**src/rtl/jtag_dtm_v2.sv**
```systemverilog
// RISC-V Debug 0.13 DTM: JTAG DR side (DTMCS/DMI) to a held req/ack Debug Module Interface.
// Optional DTM_DMI_TIMEOUT_EN: abandons a request after TIMEOUT tck cycles without dmi_ack.
module jtag_dtm_v2 #(
    parameter int unsigned ABITS       = 7,
    parameter int unsigned IDLE_CYCLES = 1,
    parameter logic [4:0]  IR_DTMCS    = 5'h10,
    parameter logic [4:0]  IR_DMI      = 5'h11,
    parameter int unsigned TIMEOUT     = 255
) (
    input  logic             tck,
    input  logic             trst,
    input  logic [4:0]       ir_value,
    input  logic             dr_capture,
    input  logic             dr_shift,
    input  logic             dr_update,
    input  logic             tdi,
    output logic             tdo,
    output logic [ABITS-1:0] dmi_addr,
    output logic [31:0]      dmi_wdata,
    output logic [1:0]       dmi_op,
    output logic             dmi_req,
    input  logic [31:0]      dmi_rdata,
    input  logic [1:0]       dmi_resp,
    input  logic             dmi_ack,
    output logic             dmi_busy
);

    localparam int unsigned DRW = ABITS + 34;

    typedef enum logic [1:0] {
        ST_IDLE,
        ST_ISSUE,
        ST_WAIT
    } state_t;

    state_t         state_q, state_d;
    logic [DRW-1:0] shreg;
    logic [1:0]     sticky;
    logic [31:0]    rdata_q;

    logic        sel_dtmcs, sel_dmi;
    logic [1:0]  op_cap;
    logic [31:0] dtmcs_cap;
    logic        upd_issue, hard_rst, dmi_rst, ack_take, cap_busy, tmo_fire;

    assign sel_dtmcs = (ir_value == IR_DTMCS);
    assign sel_dmi   = (ir_value == IR_DMI);
    assign dmi_req   = (state_q == ST_WAIT);
    assign dmi_busy  = (state_q == ST_WAIT);

    assign op_cap    = dmi_busy ? 2'd3 : sticky;
    assign dtmcs_cap = {14'h0, 2'b00, 1'b0, 3'(IDLE_CYCLES), sticky, 6'(ABITS), 4'd1};

    // ST_ISSUE also blocks a new issue: the one-cycle gap before dmi_req rises.
    assign upd_issue = dr_update && sel_dmi && (shreg[1:0] == 2'd1 || shreg[1:0] == 2'd2)
                       && (sticky == 2'd0) && (state_q == ST_IDLE);
    assign hard_rst  = dr_update && sel_dtmcs && shreg[17];
    assign dmi_rst   = dr_update && sel_dtmcs && shreg[16];
    assign ack_take  = dmi_ack && (state_q == ST_WAIT) && !hard_rst;
    assign cap_busy  = dr_capture && sel_dmi && (state_q == ST_WAIT);

`ifdef DTM_DMI_TIMEOUT_EN
    localparam int unsigned TW = (TIMEOUT < 2) ? 1 : $clog2(TIMEOUT + 1);
    logic [TW-1:0] tmo_cnt;

    assign tmo_fire = (state_q == ST_WAIT) && !dmi_ack && !hard_rst
                      && (tmo_cnt == TW'(TIMEOUT - 1));

    always_ff @(posedge tck or posedge trst) begin
        if (trst) begin
            tmo_cnt <= '0;
        end else if (state_q != ST_WAIT || ack_take || hard_rst) begin
            tmo_cnt <= '0;
        end else begin
            tmo_cnt <= tmo_cnt + TW'(1);
        end
    end
`else
    logic unused_timeout;
    assign unused_timeout = ^TIMEOUT;
    assign tmo_fire       = 1'b0;
`endif

    always_ff @(posedge tck or posedge trst) begin
        if (trst) begin
            state_q <= ST_IDLE;
        end else begin
            state_q <= state_d;
        end
    end

    always_comb begin
        state_d = state_q;
        case (state_q)
            ST_IDLE:  if (upd_issue) state_d = ST_ISSUE;
            ST_ISSUE: state_d = hard_rst ? ST_IDLE : ST_WAIT;
            ST_WAIT:  if (hard_rst || ack_take || tmo_fire) state_d = ST_IDLE;
            default:  state_d = ST_IDLE;
        endcase
    end

    always_ff @(posedge tck or posedge trst) begin
        if (trst) begin
            shreg     <= '0;
            sticky    <= '0;
            rdata_q   <= '0;
            dmi_addr  <= '0;
            dmi_wdata <= '0;
            dmi_op    <= '0;
        end else begin
            if (dr_capture) begin
                if (sel_dtmcs) begin
                    shreg <= DRW'(dtmcs_cap);
                end else if (sel_dmi) begin
                    shreg <= {{ABITS{1'b0}}, rdata_q, op_cap};
                end
            end else if (dr_shift) begin
                if (sel_dmi) begin
                    shreg <= {tdi, shreg[DRW-1:1]};
                end else if (sel_dtmcs) begin
                    shreg <= {{(DRW-32){1'b0}}, tdi, shreg[31:1]};
                end
            end

            if (upd_issue) begin
                dmi_addr  <= shreg[DRW-1:34];
                dmi_wdata <= shreg[33:2];
                dmi_op    <= shreg[1:0];
            end

            if (ack_take) begin
                rdata_q <= dmi_rdata;
            end

            // Later assignments take priority: capture-busy beats a same-edge ack error,
            // and any reset of the sticky field beats both.
            if (ack_take && dmi_resp != 2'd0 && sticky == 2'd0) sticky <= dmi_resp;
            if (tmo_fire && sticky == 2'd0) sticky <= 2'd2;
            if (cap_busy && sticky == 2'd0) sticky <= 2'd3;
            if (dmi_rst || hard_rst) sticky <= '0;
        end
    end

    always_ff @(negedge tck or posedge trst) begin
        if (trst) begin
            tdo <= 1'b0;
        end else begin
            tdo <= (sel_dtmcs || sel_dmi) ? shreg[0] : 1'b0;
        end
    end

endmodule

```
**config.mk**
```make
export PLATFORM = sky130hd
export DESIGN_NAME = jtag_dtm_v2
export DESIGN_NICKNAME = d
export VERILOG_FILES = /design/src/rtl/jtag_dtm_v2.sv
export SDC_FILE = /design/constraint.sdc
export NUM_CORES = 1
export LEC_CHECK = 0
export BUFFER_PORTS_ARGS = -buffer_cell sky130_fd_sc_hd__buf_2
export CELL_PAD_IN_SITES_DETAIL_PLACEMENT = 0
export CELL_PAD_IN_SITES_GLOBAL_PLACEMENT = 1
export CORE_ASPECT_RATIO = 0.8
export CORE_MARGIN = 4
export CORE_UTILIZATION = 49
export DETAILED_ROUTE_END_ITERATION = 6
export PLACE_DENSITY_LB_ADDON = 0.1
export SETUP_SLACK_MARGIN = 0.1
export SYNTH_ARGS = -nofsm -noshare
export SYNTH_HDL_FRONTEND = slang
export SYNTH_SLANG_ARGS = --single-unit
```
**constraint.sdc**
```tcl
create_clock -name tck -period 6.4 [get_ports tck]
set_input_delay 0 -clock tck [delete_from_list [all_inputs] [get_ports tck]]
set_output_delay 0 -clock tck [all_outputs]
set_load 0.02 [all_outputs]
```
==> metrics.md, run 1 <==
| Metric | Value |
|---|---|
| Status | `finished clean` |
| RePlAce Congestion | `0.788` |
| RSZ-0062 raised after global routing | `no` |
| Worst hold path type | `in2reg` |
| CP Class | `in2reg` |
| Die area | `12400 sq um` |
| Clk sinks | `119` |
| Initial core utilization | `50.6%` |
| Unique masters post-synth | `38` |
| Setup Viol. Count Final | `0` |
| Top cells by count, synth | `dfrtp_1 (118), mux2_4 (57), nand2_1 (33)` |
| TritonCTS clock tree | `yes` |
| Post-synth EDFFs | `0` |
| Critical Path Fanout Max | `10` |
| CP arrival | `1.48 ns` |
| Final hold vios | `0` |
| Ys async rst share | `100%` |
| Worst r2r src | `shreg[0]` |
| Synth area leader | `dfrtp_1` |
| Gr usage total | `19.5%` |
| R2R Path End | `tdo` |
| Total clock buffers created by CTS | `17` |
| Slew Limit Fails | `0` |
| Io pins | `90` |
| CP Launch Type | `input port` |
| Initial drt markers | `218` |
| Synth Register Bits | `119` |
| Placement row count | `33` |
| Synthesized Nets | `444` |
| TritonRoute pass-1 iters | `4` |
| Root Driver | `clkbuf_16` |
| Via density per instance | `5.13` |
| CTS Buffer Depth | `2` |
| FF-to-FF path depth | `1` |
| Core Box Area | `10400 sq um` |
| Initial antenna violation count | `0` |
| Final Util | `65.4%` |
| Worst skew pair latency | `0.41 ns` |
| Die Ht | `101 microns` |
| Post-synth top flop | `dfrtp_1` |
| Htree depth | `4` |
| Hold Path End | `shreg[10]` |
| Most frequent cell after synthesis | `dfrtp_1` |
| Synth Instances | `398` |
| Number of global-route vias before repair | `3608` |
| Max-Cap Viols | `0` |
| Slew headroom | `40.2%` |
| WL final | `11200 microns` |
| Dpl hpwl | `6860 microns` |
| Fin cells | `678` |
| Clock Pin Slew Worst Setup and Hold Paths | `0.05 ns` |
| Die X | `124 microns` |
| Crit end category | `flip-flop` |
| Worst slew pin tran | `0.897 ns` |
| HP Start | `ir_value[3]` |
| Setup crit start | `ir_value[2]` |
| Layout cells sized above 1 | `37.9%` |
| Worst hold stages | `4` |
| Placed cell count | `604` |
| Largest net degree at the start of global routing | `75` |
| CP required | `3.61 ns` |
| Area Overhead vs Synth | `29.3%` |
| Area share of the largest cell type after synthesis | `56.3%` |
| Post-CTS setup buffers | `0` |
| Pwr per Cell Area | `273 nW/um^2` |
| Syn Std Cell Area | `5240 sq um` |
| ANT cells | `0` |
| Yosys warns | `0` |
| Post-route ant nets | `0` |
| GRT overflow | `0` |
| Fin Setup TNS | `0 ns` |
| DRC Markers | `0` |
| Setup slack, reg-to-reg | `2.47 ns` |
| I/O Buffers | `89` |
| Highest ir drop seen on vdd | `171 uV` |
| DR vias | `3479` |
| Wire length per cell | `16.5 microns` |
| Skew final | `0.0285 ns` |
| Nets | `571` |
| Leak pwr | `0.00356 uW` |
| First-pass GRT wire length | `18600 microns` |
| Ranking of synthesized cells by area | `dfrtp_1 (56%), mux2_4 (16%), a31oi_1 (3.2%)` |
| Mean Syn Cell Area | `13.2 sq um` |
| Sequential area share after synthesis | `56.8%` |
## timing repair
action,4_1_cts,5_1_grt
resized for setup,0,0
hold buffers,42,0
setup endpoints to repair,0,0
hold endpoints to repair,111,0
## state kept, by name, summed over array words and instances (netlist names)
register / count
dmi_addr: 7
dmi_op: 2
dmi_wdata: 32
rdata_q: 32
shreg: 41
state_q: 2
sticky: 2
tdo: 1
## kinds of logic after synthesis
group | after synthesis | synth area share, %
AO/OA/AOI/OAI | 78 | 9.31
XOR/XNOR | 1 | 0.167
buffers and inverters | 34 | 3.75
flip-flops | 119 | 56.8
AND/OR/NAND/NOR | 90 | 9.64
multiplexers | 76 | 20.3
## layer usage
layer | track usage [%] | share of wire (%) | vias to the layer above
li1 | - | - | 1670
met1 | 27.5 | 49 | 1710
met2 | 29.2 | 45 | 85
met3 | 5.22 | 5.1 | 14
met4 | 6.98 | 1.2 | 0
met5 | 0 | 0 | -
## layout by cell type, fill, tap and decap left out, drive strengths merged, types with 7 or more instances in the layout
master	netlist	routed
a22o	7	7
dlygate4sd3	0	42
inv	5	8
dfrtp	118	118
nand2	33	33
clkinv	0	7
nor2b	27	27
nor2	7	7
mux2	73	73
a31oi	27	27
o21ai	30	30
buf	9	95
clkbuf	20	18
## where the power goes
group          total (uW)  leakage, uW  switching, uW  internal (uW)
combinational        90.6      0.00162           48.8           41.8
sequential            778      0.00164           11.8            767
clock                 980     0.000301            354            626
## critical path, stage by stage
cell and delay, ns:
dlygate4sd3_1 0.53, buf_2 0.14, nor4b_4 0.60, and2_1 0.21
## how the worst max path moves through the flow
stage / to / depth (start not counted)
floorplan: tdo / 1
global placement: tdo / 3
detailed placement: tdo / 3
CTS: tdo / 4
global route: tdo / 4
finish: tdo / 4
## metrics by stage
stage	total power, uW	hold slack, ns	area, sq um	setup WS [ns]
floorplan	832	0.104	5240	0.182
global placement	863	0.216	5740	2.28
detailed placement	865	0.221	5740	2.26
CTS	1870	0.000920	6780	2.15
global route	1920	0.0338	6780	2.08
finish	1850	0.0127	6780	2.13
## final cells by class
class / instances / area (sq um)
fillers: 808 / 3590
flip-flops and latches: 119 / 2980
multi-input cells: 245 / 2080
repair buffers: 137 / 911
clock buffers: 18 / 439
well taps: 140 / 175
clock inverters: 14 / 174
inverters: 5 / 21.3
Power figures use the tool's default switching activity.
==> run 2: changes to the inputs <==
Settings changed: ABC_AREA set to 1, CORE_UTILIZATION 49 to 38.
Clock period 6.4 ns to 3.8 ns, I/O delays scaled along.
==> run 2 against run 1 <==
Against the previous run:
- final area decreased by 1.6%
- flip-flop and latch count unchanged
- register-to-register slack got worse by 1.3 ns
- routed wire length increased by 16%
- hold slack improved by 0.050 ns
- core utilization decreased by 15 points
- count of clock-buffer cells in the layout increased by 8
- worst setup slack got worse by 1.2 ns
- area after synthesis decreased by 0.62%
- critical endpoint is now tdo
- largest power group is now registers
==> metrics.md, run 2 <==
| Metric | Value |
|---|---|
| Synth Instances | `585 (was 398)` |
| Metal2 WL | `5140 microns (was 5020 microns)` |
| I/O Buffers | `89 (unchanged)` |
| Placement row count | `37 (was 33)` |
| Worst hold path type | `in2reg (unchanged)` |
| Synth area leader | `dfrtp_1 (unchanged)` |
| Initial core utilization | `39.6% (was 50.6%)` |
| DR vias | `4202 (was 3479)` |
| Die X | `139 microns (was 124 microns)` |
| Area share of the largest cell type after synthesis | `56.7% (was 56.3%)` |
| Skew final | `0.0195 ns (was 0.0285 ns)` |
| Crit path max-delay family | `flip-flops (was simple AND/OR/NAND/NOR gates)` |
| Layout fillers | `1307 (was 808)` |
| Nets | `752 (was 571)` |
| Synthesized Nets | `631 (was 444)` |
| Total clock buffers created by CTS | `17 (unchanged)` |
| Setup Viol. Count Final | `0 (unchanged)` |
| Layout cells sized above 1 | `20.4% (was 37.9%)` |
| CP Launch Type | `flip-flop (was input port)` |
| First-pass GRT wire length | `21500 microns (was 18600 microns)` |
| CTS Buffer Depth | `2 (unchanged)` |
| Htree depth | `4 (unchanged)` |
| Via density per instance | `4.72 (was 5.13)` |
| Status | `finished clean (unchanged)` |
| Post-route ant nets | `0 (unchanged)` |
| Buffers & Inverters on Critical Path | `1 (was 2)` |
| Initial antenna violation count | `0 (unchanged)` |
| Wire length per cell | `14.6 microns (was 16.5 microns)` |
| Dpl hpwl | `8730 microns (was 6860 microns)` |
| Core Box Area | `13100 sq um (was 10400 sq um)` |
| Critical Path Stages | `1 (was 4)` |
| Power consumption | `3790 uW (was 1850 uW)` |
| Unique masters post-synth | `30 (was 38)` |
| Sequential area share after synthesis | `57.2% (was 56.8%)` |
| Largest Register | `shreg (unchanged)` |
| Area Overhead vs Synth | `28.0% (was 29.3%)` |
| Most frequent cell after synthesis | `nand2_1 (was dfrtp_1)` |
| GRT overflow | `0 (unchanged)` |
| Commonest non-fill, non-tap cells in the layout | `nand2_1 (181), dfrtp_1 (118), buf_2 (89) (was dfrtp_1 (118), buf_2 (89), mux2_4 (57))` |
| Synth Register Bits | `119 (unchanged)` |
| Fin Setup TNS | `0 ns (unchanged)` |
| Max-Cap Viols | `0 (unchanged)` |
| Largest net degree at the start of global routing | `76 (was 75)` |
| Die Ht | `113 microns (was 101 microns)` |
| Critical Path Fanout Max | `1 (was 10)` |
| Clk sinks | `119 (unchanged)` |
| RePlAce Congestion | `0.829 (was 0.788)` |
| Io pins | `90 (unchanged)` |
| Leading registers by flop count | `shreg (41), dmi_wdata (32), rdata_q (32) (unchanged)` |
| Worst hold stages | `3 (was 4)` |
| Post-synth top flop | `dfrtp_1 (unchanged)` |
| Largest register FFs | `41 (unchanged)` |
| Max incr delay on CP | `0.39 ns (was 0.60 ns)` |
| WL final | `13000 microns (was 11200 microns)` |
| DR top layer | `met4 (unchanged)` |
| Highest ir drop seen on vdd | `313 uV (was 171 uV)` |
| Slew headroom | `32.9% (was 40.2%)` |
| Wire length on met1 | `6790 microns (was 5430 microns)` |
| Resized cells post-CTS | `0 (unchanged)` |
| Ys async rst share | `100% (unchanged)` |
| Initial drt markers | `253 (was 218)` |
| Worst slew pin tran | `1.00 ns (was 0.897 ns)` |
| CP Class | `reg2out (was in2reg)` |
| Mean Syn Cell Area | `8.91 sq um (was 13.2 sq um)` |
| Post-synth EDFFs | `0 (unchanged)` |
| Root Driver | `clkbuf_16 (unchanged)` |
| DRC Markers | `0 (unchanged)` |
| Commonest non-fill, non-tap cell in the layout | `nand2_1 (was dfrtp_1)` |
| Crit end category | `output port (was flip-flop)` |
| Final hold vios | `0 (unchanged)` |
| Clock Pin Slew Worst Setup and Hold Paths | `0.05 ns (about the same)` |
| Post-CTS setup buffers | `0 (unchanged)` |
| CTS Hold Bufs | `38 (was 42)` |
| Slew Limit Fails | `0 (unchanged)` |
| TritonCTS clock tree | `yes (unchanged)` |
| Number of global-route vias before repair | `4026 (was 3608)` |
| Slowest-stage cell, CP | `dfrtn_1 (was nor4b_4)` |
| Pwr per Cell Area | `569 nW/um^2 (was 273 nW/um^2)` |
| CP arrival | `2.84 ns (was 1.48 ns)` |
| Top cells by count, synth | `nand2_1 (181), dfrtp_1 (118), inv_1 (61) (was dfrtp_1 (118), mux2_4 (57), nand2_1 (33))` |
| Ranking of synthesized cells by area | `dfrtp_1 (57%), nand2_1 (13%), inv_1 (4.4%) (was dfrtp_1 (56%), mux2_4 (16%), a31oi_1 (3.2%))` |
| Yosys warns | `0 (unchanged)` |
| CP required | `3.80 ns (was 3.61 ns)` |
| Gr usage total | `17.5% (was 19.5%)` |
| Die area | `15700 sq um (was 12400 sq um)` |
| Worst skew pair latency | `0.41 ns (about the same)` |
| FF-to-FF path depth | `2 (was 1)` |
| Syn Std Cell Area | `5210 sq um (was 5240 sq um)` |
| RSZ-0062 raised after global routing | `no (unchanged)` |
| TritonRoute pass-1 iters | `5 (was 4)` |
| CP cell instances | `buf_2 (was dlygate4sd3_1, buf_2, nor4b_4, and2_1)` |
| WL met3 | `945 microns (was 573 microns)` |
| ANT cells | `0 (unchanged)` |
| Leak pwr | `0.00351 uW (was 0.00356 uW)` |
## run 2: layer usage
metal,vias up,track usage (%)
li1,2116,-
met5,-,0
met4,0,5.28
met3,12,5.58
met1,1962,26.8
met2,112,23.4
## run 2: power by group
part,switching (uW),internal [uW]
clock,516,989
sequential,123,1490
combinational,415,261
total,1050,2740
## run 2: path summary, 6_finish.rpt
kind	start	endpoint	slack (ns)
hold reg to reg	rdata_q[10]	rdata_q[10]	0.46
max in group asynchronous	trst	tdo	1.79
setup reg to reg	shreg[0]	tdo	1.13
min in group asynchronous	trst	dmi_wdata[26]	0.41
setup / recovery	tdo	tdo	0.96
hold / removal	dr_shift	shreg[39]	0.06
## run 2: per-stage QoR
step           util (%)  instances  instance area [sq um]  setup slack (ns)  hold slack (ns)
6_report           50.7        891                   6670             0.959           0.0630
5_1_grt            50.7        891                   6670             0.898           0.0666
4_1_cts            50.7        891                   6670             0.940           0.0427
3_5_place_dp       43.6        824                   5730              1.16            0.233
3_3_place_gp       43.6        824                   5730              1.19            0.231
2_1_floorplan         -        585                   5210             0.547            0.145
## run 2: logic make-up (layout without fill, tap and decap cells)
group	count (synthesis)	count (layout)	synth area share (%)
flops	119	119	57.2
compound gates	120	120	13.8
simple gates	250	250	20.6
buf+inv	96	227	8.45
## run 2: final cells by class
cell class	count	area (sq um)	share of cell area (%)
multi-input cells	370	1790	26.9
flip-flops and latches	119	2980	44.7
repair buffers	133	871	13.1
inverters	65	250	3.75
clock buffers	26	519	7.79
well taps	175	219	3.28
clock inverters	3	40.0	0.600
## run 2: worst min-delay path, stage by stage
cell	delay, ns
buf_2	0.14
nand3_2	0.19
o22ai_1	0.09
==> run 3: changes to the inputs <==
Settings changed: ABC_AREA 1 to 0, CORE_UTILIZATION 38 to 41.
Clock period 3.8 ns to 2.3 ns, I/O delays scaled along.
==> run 3 against run 2 <==
Against the previous run:
- die area is 6.3% lower
- flip-flop and latch count stayed put
- final area is 3.1% higher
- hold slack worse by 0.032 ns
- critical path type is now in2reg
- count of clock-buffer cells in the layout is 6 lower
- via count is 17% lower
- critical endpoint is now dmi_op[1]
- first-iteration DRC count is 51% lower
- highest routed layer unchanged
- sequential share of layout area is 1.3 points lower
- critical path depth is 7 higher
- clock skew is 0.0043 ns lower
- global-route usage is 1.2 points lower
- clock power is 80% higher
==> metrics.md, run 3 (synthesis gave the netlist of run 1 again) <==
| Metric | Value |
|---|---|
| CP required | `2.58 ns (was 3.80 ns)` |
| Clock Pin Slew Worst Setup and Hold Paths | `0.05 ns (about the same)` |
| Post-layout min period | `2.13 ns` |
| Total clock buffers created by CTS | `17 (unchanged)` |
| Area Overhead vs Synth | `31.1% (was 28.0%)` |
| GRT overflow | `0 (unchanged)` |
| Worst skew pair latency | `0.40 ns (was 0.41 ns)` |
| Largest Register | `shreg (unchanged)` |
| Initial antenna violation count | `0 (unchanged)` |
| CP arrival | `2.41 ns (was 2.84 ns)` |
| Sw power | `1050 uW (about the same)` |
| Clk sinks | `119 (unchanged)` |
| Max Freq | `469 MHz` |
| Die X | `134 microns (was 139 microns)` |
| ANT cells | `0 (unchanged)` |
| Post-route ant nets | `0 (unchanged)` |
| Setup Viol. Count Final | `0 (unchanged)` |
| Final hold vios | `0 (unchanged)` |
| Wire length per cell | `16.0 microns (was 14.6 microns)` |
| Io pins | `90 (unchanged)` |
| Pwr per Cell Area | `746 nW/um^2 (was 569 nW/um^2)` |
| Critical Path Fanout Max | `33 (was 1)` |
| Root Driver | `clkbuf_16 (unchanged)` |
| Clk network pwr share | `52.7% (was 39.7%)` |
| Fin Setup TNS | `0 ns (unchanged)` |
| CP Launch Type | `input port (was flip-flop)` |
| Placement row count | `36 (was 37)` |
| Slew headroom | `27.4% (was 32.9%)` |
| Nets | `575 (was 752)` |
| Leading registers by flop count | `shreg (41), dmi_wdata (32), rdata_q (32) (unchanged)` |
| Commonest non-fill, non-tap cell in the layout | `dfrtp_1 (was nand2_1)` |
| Worst slew pin tran | `1.09 ns (was 1.00 ns)` |
| Number of global-route vias before repair | `3507 (was 4026)` |
| I/O Buffers | `89 (unchanged)` |
| Via density per instance | `4.90 (was 4.72)` |
| TritonRoute pass-1 iters | `4 (was 5)` |
| CTS Buffer Depth | `2 (unchanged)` |
| Worst hold path type | `in2reg (unchanged)` |
| Initial core utilization | `42.5% (was 39.6%)` |
| Largest register FFs | `41 (unchanged)` |
| Initial drt markers | `125 (was 253)` |
| Htree depth | `4 (unchanged)` |
| RSZ-0062 raised after global routing | `yes (was no)` |
| Crit end category | `flip-flop (was output port)` |
| Die Ht | `109 microns (was 113 microns)` |
| Skew final | `0.0152 ns (was 0.0195 ns)` |
| Layout cells sized above 1 | `38.1% (was 20.4%)` |
| Max-Cap Viols | `0 (unchanged)` |
| DR vias | `3487 (was 4202)` |
| RePlAce Congestion | `0.730 (was 0.829)` |
| Switch share | `20.5% (was 27.8%)` |
| Layout fillers | `1094 (was 1307)` |
| Gr usage total | `16.2% (was 17.5%)` |
| Status | `finished clean (unchanged)` |
| Comb power frac | `5.0% (was 17.8%)` |
| Leak pwr | `0.00361 uW (was 0.00351 uW)` |
| Sequential power share | `42.3% (was 42.5%)` |
| Die area | `14700 sq um (was 15700 sq um)` |
| TritonCTS clock tree | `yes (unchanged)` |
| Tcrit/Tclk final | `92.7%` |
| Slew Limit Fails | `0 (unchanged)` |
| Setup slack, reg-to-reg | `0.40 ns (was 1.13 ns)` |
| Largest net degree at the start of global routing | `119 (was 76)` |
| Final Util | `55.7% (was 50.7%)` |
| Commonest non-fill, non-tap cells in the layout | `dfrtp_1 (118), buf_2 (89), mux2_4 (57) (was nand2_1 (181), dfrtp_1 (118), buf_2 (89))` |
| CP Class | `in2reg (was reg2out)` |
| Power Internal | `4070 uW (was 2740 uW)` |
| DRC Markers | `0 (unchanged)` |
| WL final | `11400 microns (was 13000 microns)` |
| Highest ir drop seen on vdd | `582 uV (was 313 uV)` |
| Dpl hpwl | `7240 microns (was 8730 microns)` |
| Core Box Area | `12300 sq um (was 13100 sq um)` |
| Power consumption | `5130 uW (was 3790 uW)` |
| First-pass GRT wire length | `18400 microns (was 21500 microns)` |
## run 3: cell types whose count changed in the layout (fill, tap and decap cells not counted), moves of 15 or more
| cell | before | now |
|---|---|---|
| nand2_1 | 181 | 33 |
| mux2_4 | 0 | 57 |
| inv_1 | 60 | 4 |
| o21ai_1 | 41 | 0 |
| nand3_1 | 43 | 3 |
| a31oi_1 | 0 | 27 |
| nor2b_1 | 0 | 27 |
| a21oi_1 | 26 | 4 |
| a21boi_1 | 20 | 0 |
| o21ai_0 | 9 | 29 |
| mux2_2 | 0 | 15 |
## run 3: worst paths after layout
kind | from | endpoint | cells after the start
worst max-delay path | ir_value[1] | dmi_op[1] | 8
max in group asynchronous | trst | tdo | 3
worst min register to register | rdata_q[18] | rdata_q[18] | 1
min in group asynchronous | trst | rdata_q[30] | 4
worst max register to register | shreg[0] | tdo | 1
worst min-delay path | ir_value[0] | shreg[33] | 3
## run 3: power groups by stage
stage | Combinational, uW | Sequential (uW) | Clock [uW]
after floorplan | 123 | 2190 | 0
after CTS | 259 | 2170 | 2760
final | 256 | 2170 | 2700
after global placement | 205 | 2200 | 0
after global routing | 290 | 2170 | 2860
after detailed placement | 209 | 2210 | 0
## run 3: cell type report
class                   instances  area (sq um)  area share, %
multi-input cells             245          2080           30.3
clock buffers                  20           447           6.50
clock inverters                11           155           2.26
well taps                     171           214           3.11
inverters                       5          22.5          0.328
repair buffers                141           978           14.2
flip-flops and latches        119          2980           43.3
## run 3: per-stage QoR
stage / worst slack, ns / instances / instance area (sq um) / hold WS, ns
6_report: 0.169 / 712 / 6870 / 0.0313
5_1_grt: 0.0952 / 712 / 6870 / 0.0409
4_1_cts: 0.222 / 710 / 6860 / 0.0188
3_5_place_dp: 0.361 / 638 / 5840 / 0.220
3_3_place_gp: 0.416 / 638 / 5840 / 0.211
2_1_floorplan: -0.203 / 398 / 5250 / 0.104
## run 3: worst max-delay path: stages
cell	delay, ns
buf_2	0.10
dlygate4sd3_1	0.59
nor4b_4	0.36
buf_4	0.17
and4_1	0.26
nand4_4	0.27
buf_12	0.29
mux2_4	0.32
## run 3: repair_timing
item | CTS | global route
hold buffers | 41 | 0
endpoints found under the setup margin | 0 | 1
setup buffers | 0 | 2
gates resized for setup | 0 | 1
endpoints found under the hold margin | 156 | 0
## run 3: layer usage
| metal | GRT usage (%) | part of all wire [%] |
|---|---|---|
| met5 | 0 | 0 |
| met4 | 5.16 | 1.2 |
| met3 | 4.98 | 5.2 |
| met2 | 25.2 | 46 |
| met1 | 22.0 | 47 |
